`src/rtl/uart_rx_ctrl.sv`:
```
// UART receive frame sequencer: oversample edge/bit counters, checker strobes, data_valid.
// Define UART_RX_ERR_FLAGS_EN to expose per-frame parity/stop error pulses.
module uart_rx_ctrl #(
    parameter int DATA_WIDTH     = 8,
    parameter int PRESCALE_WIDTH = 6
) (
    input  logic                      CLK,
    input  logic                      RST,
    input  logic                      RX_IN,
    input  logic [PRESCALE_WIDTH-1:0] Prescale,
    input  logic                      PAR_EN,
    input  logic                      PAR_TYP,
    input  logic                      strt_glitch,
    input  logic                      par_err,
    input  logic                      stp_err,
    output logic                      dat_samp_en,
    output logic [PRESCALE_WIDTH-1:0] edge_cnt,
    output logic                      deser_en,
    output logic                      strt_chk_en,
    output logic                      par_chk_en,
    output logic                      stp_chk_en,
    output logic                      PAR_TYP_Q,
    output logic                      data_valid
`ifdef UART_RX_ERR_FLAGS_EN
    ,
    output logic                      par_err_flag,
    output logic                      stp_err_flag
`endif
);

    localparam int BW = $clog2(DATA_WIDTH + 1);
    localparam logic [BW-1:0] LAST_BIT = BW'(DATA_WIDTH - 1);

    typedef enum logic [2:0] {
        IDLE,
        START,
        DATA,
        PARITY,
        STOP
    } state_t;

    state_t state, state_nxt;

    logic [BW-1:0]             bit_cnt;
    logic [PRESCALE_WIDTH-1:0] p_eff;
    logic                      last_edge;
    logic                      at_cp;
    logic                      start_det;
    logic                      frame_end;
    logic                      par_en_q;
    logic                      par_flag;
    logic                      stp_flag;

    always_comb begin
        case (Prescale)
            PRESCALE_WIDTH'(8),
            PRESCALE_WIDTH'(16),
            PRESCALE_WIDTH'(32): p_eff = Prescale;
            default:             p_eff = PRESCALE_WIDTH'(8);
        endcase
    end

    // >= keeps the counter bounded if Prescale shrinks mid-frame
    assign last_edge   = edge_cnt >= (p_eff - PRESCALE_WIDTH'(1));
    assign at_cp       = edge_cnt == ((p_eff >> 1) + PRESCALE_WIDTH'(2));
    assign dat_samp_en = state != IDLE;

    always_ff @(posedge CLK) begin
        if (RST) begin
            state <= IDLE;
        end else begin
            state <= state_nxt;
        end
    end

    always_comb begin
        state_nxt   = state;
        strt_chk_en = 1'b0;
        deser_en    = 1'b0;
        par_chk_en  = 1'b0;
        stp_chk_en  = 1'b0;
        start_det   = 1'b0;
        frame_end   = 1'b0;
        case (state)
            IDLE: begin
                if (!RX_IN) begin
                    state_nxt = START;
                    start_det = 1'b1;
                end
            end
            START: begin
                strt_chk_en = at_cp;
                if (at_cp && strt_glitch) begin
                    state_nxt = IDLE;
                end else if (last_edge) begin
                    state_nxt = DATA;
                end
            end
            DATA: begin
                deser_en = at_cp;
                if (last_edge && bit_cnt == LAST_BIT) begin
                    state_nxt = par_en_q ? PARITY : STOP;
                end
            end
            PARITY: begin
                par_chk_en = at_cp;
                if (last_edge) begin
                    state_nxt = STOP;
                end
            end
            STOP: begin
                stp_chk_en = at_cp;
                if (last_edge) begin
                    frame_end = 1'b1;
                    if (!RX_IN) begin
                        state_nxt = START;
                        start_det = 1'b1;
                    end else begin
                        state_nxt = IDLE;
                    end
                end
            end
            default: state_nxt = IDLE;
        endcase
    end

    always_ff @(posedge CLK) begin
        if (RST) begin
            edge_cnt     <= '0;
            bit_cnt      <= '0;
            par_en_q     <= 1'b0;
            PAR_TYP_Q    <= 1'b0;
            par_flag     <= 1'b0;
            stp_flag     <= 1'b0;
            data_valid   <= 1'b0;
`ifdef UART_RX_ERR_FLAGS_EN
            par_err_flag <= 1'b0;
            stp_err_flag <= 1'b0;
`endif
        end else begin
            // flags are read before a back-to-back start clears them
            data_valid   <= frame_end && !par_flag && !stp_flag;
`ifdef UART_RX_ERR_FLAGS_EN
            par_err_flag <= frame_end && par_flag;
            stp_err_flag <= frame_end && stp_flag;
`endif
            if (start_det) begin
                edge_cnt  <= PRESCALE_WIDTH'(1);
                bit_cnt   <= '0;
                par_en_q  <= PAR_EN;
                PAR_TYP_Q <= PAR_TYP;
                par_flag  <= 1'b0;
                stp_flag  <= 1'b0;
            end else if (state_nxt == IDLE) begin
                edge_cnt <= '0;
                bit_cnt  <= '0;
            end else begin
                edge_cnt <= last_edge ? '0 : edge_cnt + PRESCALE_WIDTH'(1);
                if (state == DATA && last_edge) begin
                    bit_cnt <= bit_cnt + BW'(1);
                end
                if (par_chk_en) begin
                    par_flag <= par_err;
                end
                if (stp_chk_en) begin
                    stp_flag <= stp_err;
                end
            end
        end
    end

endmodule

```
`config.mk`:
```
export PLATFORM = sky130hd
export DESIGN_NAME = uart_rx_ctrl
export DESIGN_NICKNAME = d
export VERILOG_FILES = /design/src/rtl/uart_rx_ctrl.sv
export SDC_FILE = /design/constraint.sdc
export NUM_CORES = 1
export LEC_CHECK = 0
export ABC_AREA = 1
export BUFFER_PORTS_ARGS = -buffer_cell sky130_fd_sc_hd__buf_2
export CAP_MARGIN = 10
export CORE_UTILIZATION = 30
export DETAILED_ROUTE_END_ITERATION = 12
export GPL_ROUTABILITY_DRIVEN = 1
export PLACE_DENSITY_LB_ADDON = 0.3
export SLEW_MARGIN = 40
export SYNTH_ARGS = -nofsm -noshare
export SYNTH_HDL_FRONTEND = slang
export SYNTH_SLANG_ARGS = --single-unit
```
`constraint.sdc`:
```
create_clock -name CLK -period 4.8 [get_ports CLK]
set_clock_uncertainty 0.1 [all_clocks]
set_input_delay 0.96 -clock CLK [delete_from_list [all_inputs] [get_ports CLK]]
set_output_delay 0.96 -clock CLK [all_outputs]
set_load 0.005 [all_outputs]
```
==> results.cfg <==
[outcome]
status = finished, final reports clean

[global_routing]
grt_max_degree = 10
gr-total-overflow = 0
grt_pass1_vias = 987
grt_util_all_layers = 0.122
grt_pass1_wl_mm = 4.19
antenna_found_initial = 0

[drt]
num_vias = 1155
totalWireLength_mm = 2.46
first_pass_iters = 4
wl_per_cell_um = 9.45
drc = 0
viasPerCell = 4.44
drt_iter0_drc = 19
ant_nets = 0

[power]
power_leakage_nw = 0.751
pwr_density_cell_nw_per_um2 = 263
power.total_w = 0.000401
ir_drop_mv = 0.175

[flow_run]
cap_viol_max_count = 0

[placement]
dpl.hpwl_mm = 2.02
dpl_cell_area_um2 = 1480
io_buffer_count = 26
place.gp.congestion = 0.769
dp.cells = 257

[yosys]
synth_area_leader_cell = dfxtp_1
synth_xor_area_frac = 0.0550
synth_area_leaders = dfxtp_1, ha_1, nand2_1
synth_seq_area_share = 0.283
ys_types = 31
synth.area.mux_share = 0
yosys.area_share.simple = 0.393
ys_ff_latch = 18
syn-cell-area_um2 = 1270
synth_area_per_cell_um2 = 7.20
synth_top_area_share = 0.283
ys_warn_count = 0
synthAdderAreaFrac = 0.108
synth_top_family_by_area = simple AND/OR/NAND/NOR gates
synthCells = 177
synth-compound-area-share = 0.0726

[clocking]
clock_latency_ns = 0.24
postCtsResizedCells = 0
cts_hold_buf = 0
clk_pin_slew_worst_paths_ns = 0.06
root_buffer = clkbuf_8
cts_buffer_depth = 2
cts_made_buffers = 3
post_cts_buffers = 0
clock-sinks = 18
cts_tree = yes
h-tree-depth = 1

[sta]
rsz0062_at_grt = false
setup_viol = 0
drv_slew = 0
max_freq_mhz = 254
hold_viol_final = 0
period_needed_ns = 3.94
timing.setup.tns_ns = 0
min_period_over_period = 0.820

[floorplanning]
rows = 23
start_util = 0.316
dieWidth_um = 67.2
io_pins = 27
fp.dieH_um = 67.2
fp.dieArea_um2 = 4510
core_um2 = 4030

[critical_path]
criticalPathCategory = primary input to primary output
critical_path.slowest_cell = ha_1
cp_common_cell = nand2_1
worstPathRequired_ns = 3.74
cp.arrival_ns = 2.88
crit_path_start_kind = primary input
crit_buf_inv = 2
critPathTopFamily = simple AND/OR/NAND/NOR gates
crit_chain = buf_2 -> nor2_2 -> nand2_1 -> nor3_1 -> ha_1 -> xor2_1 -> nor2_1 -> nand2_1 -> nor2_2 -> nand2_1 -> nor2_1 -> buf_2
cp-end-kind = primary output
crit_fanout = 5
cpPeakStageDelay_ns = 0.31

[cells_and_area]
fin_util = 0.378
antenna_cells = 0
fin_area_um2 = 1520
final_cells = 260
fillers = 441
drive_above_1_share = 0.257
syn_to_final_growth_pct = 19.5
nNetsFinal = 237

[min_path]
min_path_type = flop to flop
## cell families (layout without fill, tap and decap cells)
kind of cell | count (synthesis) | after routing
other | 2 | 6
buffers and inverters | 27 | 56
flip-flops | 18 | 18
AO/OA/AOI/OAI | 16 | 16
AND/OR/NAND/NOR | 95 | 95
XOR/XNOR | 8 | 8
adder cells (fa/ha/maj) | 11 | 11
## where the power goes
part           internal [W]  total [W]  switching (W)
Combinational     0.0000484   0.000127      0.0000790
Clock             0.0000556   0.000102      0.0000461
Sequential         0.000160   0.000172      0.0000121
## flip-flops by register name, summed over array words and instances (netlist names)
register / cells
PAR_TYP_Q: 1
bit_cnt: 4
data_valid: 1
edge_cnt: 6
par_en_q: 1
par_flag: 1
state: 3
stp_flag: 1
## Yosys cell counts, drive strengths merged
cell and instances:
nand2 34, nor2 32, inv 26, dfxtp 18, nand3 14, ha 11, a21oi 8, o21ai 6
nor3 5, xor2 5, nand4 4, xnor2 3, conb 2, nor4 2, or2 2, a21o 1
clkinv 1, nand3b 1, nor3b 1, o21a 1
## layer usage
layer  GRT usage  part of all wire  wire length (um)  up-vias
met3      0.0220             0.035                85        2
li1            -                 -                 -      628
met4      0.0319            0.0049                12        0
met2       0.198              0.43              1070       25
met5           0                 0                 0        -
met1       0.164              0.53              1290      500
## worst paths after layout
check,slack [ns],cells past startpoint,end,from
hold reg to reg,0.38,2,PAR_TYP_Q,PAR_TYP_Q
setup / recovery,0.86,12,stp_chk_en,Prescale[1]
setup reg to reg,2.59,13,bit_cnt[0],edge_cnt[3]
hold / removal,0.38,2,PAR_TYP_Q,PAR_TYP_Q
## cell type report
class / count / area (um^2) / area share
Timing Repair Buffer: 26 / 130 / 0.0854
Clock buffer: 3 / 41.3 / 0.0271
Inverter: 27 / 106 / 0.0698
Multi-Input combinational cell: 136 / 823 / 0.540
Sequential cell: 18 / 360 / 0.236
Tap cell: 50 / 62.6 / 0.0411
## metrics by stage
| step | setup slack (ns) | hold slack, ns |
|---|---|---|
| finish | 0.862 | 0.383 |
| global route | 0.650 | 0.421 |
| CTS | 0.859 | 0.389 |
| detailed placement | 0.879 | 0.372 |
| global placement | 0.917 | 0.375 |
| floorplan | 1.32 | 0.352 |
## tightest hold or removal path, stage by stage (launching register included)
cell	delay, ns
dfxtp_1	0.32
nor2_1	0.04
nor2_1	0.08
## layout by cell type (no fill, tap or decap), types with 5 or more instances in the layout
| cell type | Yosys | routed |
|---|---|---|
| buf_2 | 0 | 26 |
| nor2_1 | 23 | 23 |
| conb_1 | 2 | 6 |
| dfxtp_1 | 18 | 18 |
| a21oi_1 | 7 | 7 |
| nor2_2 | 8 | 8 |
| nor3_1 | 5 | 5 |
| nand3_2 | 6 | 6 |
| nand2_1 | 29 | 29 |
| ha_1 | 11 | 11 |
| xor2_1 | 5 | 5 |
| inv_1 | 25 | 25 |
| nand3_1 | 7 | 7 |
(Power assumes the default switching activity.)
